<file path="src/rtl/ifm_stream_loader_3_if.sv">
`default_nettype none
// ============================================================================
// Module  : ifm_stream_loader_3_if
// Brief   : 3-channel pixel stream in, IFM memory port-A write side out.
// Revision: 1.0
// ============================================================================
interface ifm_stream_loader_3_if #(
  parameter int DATA_WIDTH       = 32,
  parameter int ADDRESS_SIZE_IFM = 8
);
  logic                        Data_In_Valid;
  logic                        Data_In_Ready;
  logic [DATA_WIDTH-1:0]       Data_In_Ch1;
  logic [DATA_WIDTH-1:0]       Data_In_Ch2;
  logic [DATA_WIDTH-1:0]       Data_In_Ch3;
  logic [ADDRESS_SIZE_IFM-1:0] Address_A;
  logic                        Enable_Write_A_Mem;
  logic                        Enable_Read_A_Mem;
  logic [DATA_WIDTH-1:0]       Data_Input_A_Mem1;
  logic [DATA_WIDTH-1:0]       Data_Input_A_Mem2;
  logic [DATA_WIDTH-1:0]       Data_Input_A_Mem3;

  // Loader side: consumes the pixel stream and drives the memory writes.
  modport slave (
    input  Data_In_Valid, Data_In_Ch1, Data_In_Ch2, Data_In_Ch3,
    output Data_In_Ready,
    output Address_A, Enable_Write_A_Mem, Enable_Read_A_Mem,
    output Data_Input_A_Mem1, Data_Input_A_Mem2, Data_Input_A_Mem3
  );

  // Upstream/memory side.
  modport master (
    output Data_In_Valid, Data_In_Ch1, Data_In_Ch2, Data_In_Ch3,
    input  Data_In_Ready,
    input  Address_A, Enable_Write_A_Mem, Enable_Read_A_Mem,
    input  Data_Input_A_Mem1, Data_Input_A_Mem2, Data_Input_A_Mem3
  );
endinterface
`default_nettype wire

</file>
<file path="src/rtl/ifm_stream_loader_3.sv">
`default_nettype none
// ============================================================================
// Module  : ifm_stream_loader_3
// Brief   : Loads one raster-order 3-channel frame into the IFM memories.
// Revision: 1.0
// ============================================================================
module ifm_stream_loader_3 #(
  parameter int DATA_WIDTH       = 32,
  parameter int IFM_SIZE         = 16,
  parameter int ADDRESS_SIZE_IFM = $clog2(IFM_SIZE*IFM_SIZE)
) (
  input  wire logic                        clk,
  input  wire logic                        reset,
  input  wire logic                        start,
  ifm_stream_loader_3_if.slave             bus,
  output logic [$clog2(IFM_SIZE)-1:0]      Row_Count,
  output logic [$clog2(IFM_SIZE)-1:0]      Col_Count,
  output logic                             Busy,
  output logic                             Done
);

  localparam int CNT_W = $clog2(IFM_SIZE);
  localparam logic [ADDRESS_SIZE_IFM-1:0] LAST_PIX = ADDRESS_SIZE_IFM'(IFM_SIZE*IFM_SIZE-1);
  localparam logic [CNT_W-1:0]            LAST_COL = CNT_W'(IFM_SIZE-1);

  typedef enum logic [1:0] {
    IDLE  = 2'd0,
    LOAD  = 2'd1,
    FLUSH = 2'd2,
    DONE  = 2'd3
  } state_t;

  state_t                      state_q;
  logic                        ready_q;
  logic                        busy_q;
  logic                        done_q;
  logic                        we_q;
  logic [ADDRESS_SIZE_IFM-1:0] pix_q;
  logic [ADDRESS_SIZE_IFM-1:0] addr_q;
  logic [CNT_W-1:0]            row_q;
  logic [CNT_W-1:0]            col_q;
  logic [DATA_WIDTH-1:0]       data1_q;
  logic [DATA_WIDTH-1:0]       data2_q;
  logic [DATA_WIDTH-1:0]       data3_q;

  always_ff @(posedge clk) begin
    if (reset) begin
      state_q <= IDLE;
      ready_q <= 1'b0;
      busy_q  <= 1'b0;
      done_q  <= 1'b0;
      we_q    <= 1'b0;
      pix_q   <= '0;
      addr_q  <= '0;
      row_q   <= '0;
      col_q   <= '0;
      data1_q <= '0;
      data2_q <= '0;
      data3_q <= '0;
    end else begin
      // Strobe and done are single-cycle pulses unless re-armed below.
      we_q   <= 1'b0;
      done_q <= 1'b0;
      unique case (state_q)
        IDLE: begin
          if (start) begin
            state_q <= LOAD;
            ready_q <= 1'b1;
            busy_q  <= 1'b1;
            pix_q   <= '0;
            row_q   <= '0;
            col_q   <= '0;
          end
        end
        LOAD: begin
          if (bus.Data_In_Valid && ready_q) begin
            we_q    <= 1'b1;
            addr_q  <= pix_q;
            data1_q <= bus.Data_In_Ch1;
            data2_q <= bus.Data_In_Ch2;
            data3_q <= bus.Data_In_Ch3;
            pix_q   <= pix_q + 1'b1;
            if (col_q == LAST_COL) begin
              col_q <= '0;
              row_q <= row_q + 1'b1;
            end else begin
              col_q <= col_q + 1'b1;
            end
            if (pix_q == LAST_PIX) begin
              state_q <= FLUSH;
              ready_q <= 1'b0;
            end
          end
        end
        FLUSH: begin
          state_q <= DONE;
          busy_q  <= 1'b0;
          done_q  <= 1'b1;
        end
        DONE: begin
          state_q <= IDLE;
        end
        default: begin
          state_q <= IDLE;
          ready_q <= 1'b0;
          busy_q  <= 1'b0;
        end
      endcase
    end
  end

  assign bus.Data_In_Ready      = ready_q;
  assign bus.Address_A          = addr_q;
  assign bus.Enable_Write_A_Mem = we_q;
  assign bus.Enable_Read_A_Mem  = 1'b0;
  assign bus.Data_Input_A_Mem1  = data1_q;
  assign bus.Data_Input_A_Mem2  = data2_q;
  assign bus.Data_Input_A_Mem3  = data3_q;
  assign Row_Count              = row_q;
  assign Col_Count              = col_q;
  assign Busy                   = busy_q;
  assign Done                   = done_q;

endmodule
`default_nettype wire
</file>
<file path="src/flat_wrapper.sv">
// flat-port wrapper written by rule: the top's interface ports become plain ports
module ifm_stream_loader_3_flat 
#(
  parameter int DATA_WIDTH       = 32,
  parameter int IFM_SIZE         = 16,
  parameter int ADDRESS_SIZE_IFM = $clog2(IFM_SIZE*IFM_SIZE)
)
  (clk, reset, start, Row_Count, Col_Count, Busy, Done, bus_Data_In_Valid, bus_Data_In_Ch1, bus_Data_In_Ch2, bus_Data_In_Ch3, bus_Data_In_Ready, bus_Address_A, bus_Enable_Write_A_Mem, bus_Enable_Read_A_Mem, bus_Data_Input_A_Mem1, bus_Data_Input_A_Mem2, bus_Data_Input_A_Mem3);
  ifm_stream_loader_3_if #(.DATA_WIDTH(DATA_WIDTH), .ADDRESS_SIZE_IFM(ADDRESS_SIZE_IFM)) bus_i ();
  input  wire logic clk;
  input  wire logic reset;
  input  wire logic start;
  output logic [$clog2(IFM_SIZE)-1:0] Row_Count;
  output logic [$clog2(IFM_SIZE)-1:0] Col_Count;
  output logic Busy;
  output logic Done;
  input wire logic [$bits(bus_i.Data_In_Valid)-1:0] bus_Data_In_Valid;
  input wire logic [$bits(bus_i.Data_In_Ch1)-1:0] bus_Data_In_Ch1;
  input wire logic [$bits(bus_i.Data_In_Ch2)-1:0] bus_Data_In_Ch2;
  input wire logic [$bits(bus_i.Data_In_Ch3)-1:0] bus_Data_In_Ch3;
  output wire logic [$bits(bus_i.Data_In_Ready)-1:0] bus_Data_In_Ready;
  output wire logic [$bits(bus_i.Address_A)-1:0] bus_Address_A;
  output wire logic [$bits(bus_i.Enable_Write_A_Mem)-1:0] bus_Enable_Write_A_Mem;
  output wire logic [$bits(bus_i.Enable_Read_A_Mem)-1:0] bus_Enable_Read_A_Mem;
  output wire logic [$bits(bus_i.Data_Input_A_Mem1)-1:0] bus_Data_Input_A_Mem1;
  output wire logic [$bits(bus_i.Data_Input_A_Mem2)-1:0] bus_Data_Input_A_Mem2;
  output wire logic [$bits(bus_i.Data_Input_A_Mem3)-1:0] bus_Data_Input_A_Mem3;
  assign bus_i.Data_In_Valid = bus_Data_In_Valid;
  assign bus_i.Data_In_Ch1 = bus_Data_In_Ch1;
  assign bus_i.Data_In_Ch2 = bus_Data_In_Ch2;
  assign bus_i.Data_In_Ch3 = bus_Data_In_Ch3;
  assign bus_Data_In_Ready = bus_i.Data_In_Ready;
  assign bus_Address_A = bus_i.Address_A;
  assign bus_Enable_Write_A_Mem = bus_i.Enable_Write_A_Mem;
  assign bus_Enable_Read_A_Mem = bus_i.Enable_Read_A_Mem;
  assign bus_Data_Input_A_Mem1 = bus_i.Data_Input_A_Mem1;
  assign bus_Data_Input_A_Mem2 = bus_i.Data_Input_A_Mem2;
  assign bus_Data_Input_A_Mem3 = bus_i.Data_Input_A_Mem3;
  ifm_stream_loader_3 #(.DATA_WIDTH(DATA_WIDTH), .IFM_SIZE(IFM_SIZE), .ADDRESS_SIZE_IFM(ADDRESS_SIZE_IFM)) u_core (.clk(clk), .reset(reset), .start(start), .bus(bus_i), .Row_Count(Row_Count), .Col_Count(Col_Count), .Busy(Busy), .Done(Done));
endmodule
</file>
<file path="config.mk">
export PLATFORM = sky130hd
export DESIGN_NAME = ifm_stream_loader_3_flat
export DESIGN_NICKNAME = d
export VERILOG_FILES = /design/src/rtl/ifm_stream_loader_3_if.sv /design/src/rtl/ifm_stream_loader_3.sv /design/src/flat_wrapper.sv
export SDC_FILE = /design/constraint.sdc
export NUM_CORES = 1
export LEC_CHECK = 0
export ABC_AREA = 1
export CAP_MARGIN = 10
export CORE_MARGIN = 8
export CORE_UTILIZATION = 45
export DETAILED_ROUTE_END_ITERATION = 10
export PLACE_DENSITY = 0.83
export SYNTH_ARGS = -nofsm -noshare
export SYNTH_HDL_FRONTEND = slang
export SYNTH_SLANG_ARGS = --single-unit
</file>
<file path="constraint.sdc">
create_clock -name clk -period 4.1 [get_ports clk]
set_input_delay 0.82 -clock clk [delete_from_list [all_inputs] [get_ports clk]]
set_output_delay 0.82 -clock clk [all_outputs]
set_load 0.02 [all_outputs]
</file>
==> flow_metrics.py <==
metrics = {
    "drt": {
        "drc_errors": 0,
        "vias": 4723,
        "wl_per_cell_um": 15.9,
        "drtPass1Iterations": 5,
        "wirelength_mm": 15.2,
        "drt_iter0_drc": 276,
        "ant_nets": 0,
        "viasPerCell": 4.95,
    },
    "clock_network": {
        "htreeDepth": 4,
        "post_cts_buffers": 0,
        "clock_latency_ns": 0.52,
        "cts_sinks": 126,
        "tritoncts": "done",
        "clk_root_buffer_cell": "clkbuf_8",
        "post_cts_resize_count": 0,
        "cts_hold_buffers": 0,
        "cts_made_buffers": 17,
        "clk_pin_slew_worst_paths_ns": 0.05,
        "clk_path_buf_depth": 2,
    },
    "synthesis": {
        "yosysUniqueCellTypes": 28,
        "syn_area_per_cell_um2": 7.80,
        "synth_nets": 713,
        "synth-seq-cells": 126,
        "ys_seq_area_frac": 0.533,
        "synthCells": 607,
        "syn_area_mm2": 0.00474,
        "yosys_warnings": 0,
    },
    "worst_setup_path": {
        "worstPathCellList": "inv_1 > ha_1 > inv_2 > nor2_8 > inv_2 > buf_4 > nand3_1 > nand2_1",
        "path_depth": 8,
        "arrival_ns": 2.92,
        "cpMostUsedCell": "inv_2",
        "end_kind": "register",
        "cp_num_buf_inv": 4,
        "critical_path_required_ns": 4.55,
        "path_max_fanout": 63,
        "crit_type": "reg2reg",
        "path_delay_family": "buffers and inverters",
        "slowest_stage": "buf_4",
        "max_stage_delay_ns": 0.66,
        "reg2regPathDepth": 8,
        "cp-start-kind": "register",
    },
    "power_and_ir_drop": {
        "switching_share": 0.294,
        "leakagePower_nw": 3.13,
        "p_comb_frac": 0.252,
        "power_frac_seq": 0.366,
        "powerDensity_mw_per_mm2": 536,
        "peakVddDrop_mv": 0.266,
        "clockPowerShare": 0.382,
        "switchingPower_mw": 1.17,
        "p_int_mw": 2.81,
    },
    "placed_design": {
        "postPlaceCellArea_mm2": 0.00683,
        "routabilityCongestion": 0.838,
        "dp_hpwl_mm": 10.8,
        "portBuffers": 215,
        "post-place-ws_ns": 1.17,
    },
    "die": {
        "die_y_um": 119,
        "dieArea_mm2": 0.0141,
        "coreArea_mm2": 0.0103,
        "ios": 217,
        "start_util": 0.461,
        "die_w_um": 119,
        "rows": 37,
    },
    "timing": {
        "worst_slew_pin_slew_ns": 0.939,
        "finalSetupTns_ns": 0,
        "grt_setup_unrepaired": "no",
        "max_freq_mhz": 405,
        "setup_viol": 0,
        "fin_crit_ns": 2.47,
        "slew_headroom": 0.374,
        "hold_violations": 0,
        "maxSlewViolCount": 0,
        "worst_slack_ns": 1.63,
        "clock_skew_ns": 0.00978,
        "finalCritPeriodShare": 0.602,
    },
    "job": {
        "max_cap_viol_count": 0,
    },
    "global_route": {
        "first_global_vias": 4906,
        "grt_pass1_wl_mm": 24.1,
        "grt_max_degree": 109,
        "grt_usage": 0.211,
        "grt-ovfl-total": 0,
        "antenna_found_initial": 0,
    },
    "layout": {
        "diodes": 0,
        "area_growth_pct": 57.0,
        "nets": 914,
        "fin_area_mm2": 0.00743,
        "drive_above_1_share": 0.0525,
        "fillers": 797,
    },
    "hold_path": {
        "whs_path_depth": 2,
        "worstHoldPathType": "reg2reg",
    },
    "status": {
        "outcome": "complete, no violations",
    },
}
## worst register-to-register path, cell delays in order (launching register included)
cell and delay, ns:
dfxtp_1 0.36, inv_1 0.09, ha_1 0.29, inv_2 0.16, nor2_8 0.05, inv_2 0.48
buf_4 0.67, nand3_1 0.21, nand2_1 0.10
## cells in the final DEF, fill, tap and decap left out
cell type | netlist | final
nor3_1 | 3 | 3
clkinv_2 | 0 | 3
nor2_8 | 1 | 1
a32oi_1 | 1 | 1
clkdlybuf4s50_1 | 0 | 215
nor2_2 | 1 | 1
conb_1 | 1 | 1
nand2_1 | 43 | 43
nand2_4 | 1 | 1
xor2_1 | 1 | 1
bufinv_16 | 0 | 3
nor3b_1 | 1 | 1
inv_2 | 4 | 4
nand2_2 | 2 | 2
inv_1 | 21 | 21
a21oi_1 | 16 | 16
or2_1 | 1 | 1
dfxtp_1 | 126 | 126
a211oi_1 | 2 | 2
clkbuf_8 | 0 | 7
nor2_4 | 1 | 1
clkbuf_16 | 0 | 16
nor2_1 | 221 | 221
nand3_1 | 8 | 8
clkbuf_1 | 8 | 1
buf_4 | 4 | 4
o21ai_1 | 3 | 3
ha_1 | 6 | 6
o21ai_0 | 105 | 105
nand3b_1 | 1 | 1
## kinds of logic after synthesis
family / after synthesis / synth area share
adders and majority gates: 6 / 0.0159
DFF: 126 / 0.533
buffers and inverters: 62 / 0.0745
and+or+nand+nor: 284 / 0.238
other: 1 / 0.000792
xor gates and xnor gates: 1 / 0.00185
AOI/OAI and AO/OA: 127 / 0.136
## worst paths after layout
kind	startpoint	to	slack, ns
hold reg to reg	u_core.pix_q[6]	u_core.pix_q[6]	0.47
setup / recovery	u_core.state_q[1]	u_core.bus.Address_A[7]	1.63
hold / removal	u_core.pix_q[6]	u_core.pix_q[6]	0.47
setup reg to reg	u_core.state_q[1]	u_core.bus.Address_A[7]	1.63
## registers in the layout, indices dropped and copies added, names as in the netlist
| name | count |
|---|---|
| u_core.bus.Data_Input_A_Mem2 | 32 |
| u_core.bus.Data_In_Ready | 1 |
| u_core.Done | 1 |
| u_core.bus.Data_Input_A_Mem1 | 32 |
| u_core.Busy | 1 |
| u_core.Row_Count | 4 |
| u_core.pix_q | 8 |
| u_core.bus.Address_A | 8 |
| u_core.bus.Enable_Write_A_Mem | 1 |
| u_core.Col_Count | 4 |
| u_core.bus.Data_Input_A_Mem3 | 32 |
| u_core.state_q | 2 |
## routing by layer
metal  vias up  part of all wire  track usage
li1       2329                 -            -
met1      2177              0.36        0.204
met2       181              0.51        0.368
met3        36              0.10       0.0980
met4         0             0.033        0.115
met5         -                 0            0
## per-stage QoR
stage	util	hold WS [ns]	instances	power, mW
floorplan	-	0.441	607	2.05
global placement	0.664	0.460	925	2.44
detailed placement	0.664	0.471	925	2.48
CTS	0.723	0.479	955	4.01
global route	0.723	0.506	955	4.16
finish	0.723	0.473	955	3.98
## power groups by stage
stage	clock network, mW	logic, mW	registers [mW]
floorplan	0	0.425	1.62
global placement	0	0.969	1.47
detailed placement	0	0.999	1.48
CTS	1.54	1.01	1.46
global route	1.59	1.10	1.48
finish	1.52	1.01	1.46
## synth_stat cells
library cell / n / area (um2)
a211oi_1: 2 / 15.0
a21oi_1: 16 / 80.1
a32oi_1: 1 / 8.76
buf_1: 1 / 3.75
buf_2: 12 / 60.1
buf_4: 4 / 30.0
buf_6: 12 / 135
clkbuf_1: 8 / 30.0
conb_1: 1 / 3.75
dfxtp_1: 126 / 2520
ha_1: 6 / 75.1
inv_1: 21 / 78.8
inv_2: 4 / 15.0
nand2_1: 43 / 161
nand2_2: 2 / 12.5
nand2_4: 1 / 11.3
nand3_1: 8 / 40.0
nand3b_1: 1 / 7.51
nor2_1: 221 / 830
nor2_2: 1 / 6.26
nor2_4: 1 / 11.3
nor2_8: 1 / 20.0
nor3_1: 3 / 15.0
nor3b_1: 1 / 7.51
o21ai_0: 105 / 526
o21ai_1: 3 / 15.0
or2_1: 1 / 6.26
xor2_1: 1 / 8.76
## layout make-up
cell class	count	area [um2]	share of cell area
timing repair buffer	219	2180	0.294
clock buffer	24	500	0.0673
multi-input combinational	419	1860	0.250
clock inverter	6	105	0.0141
sequential	126	2520	0.339
inverter	25	93.8	0.0126
tap	136	170	0.0229
No activity file was read; power rests on OpenSTA's default activity.
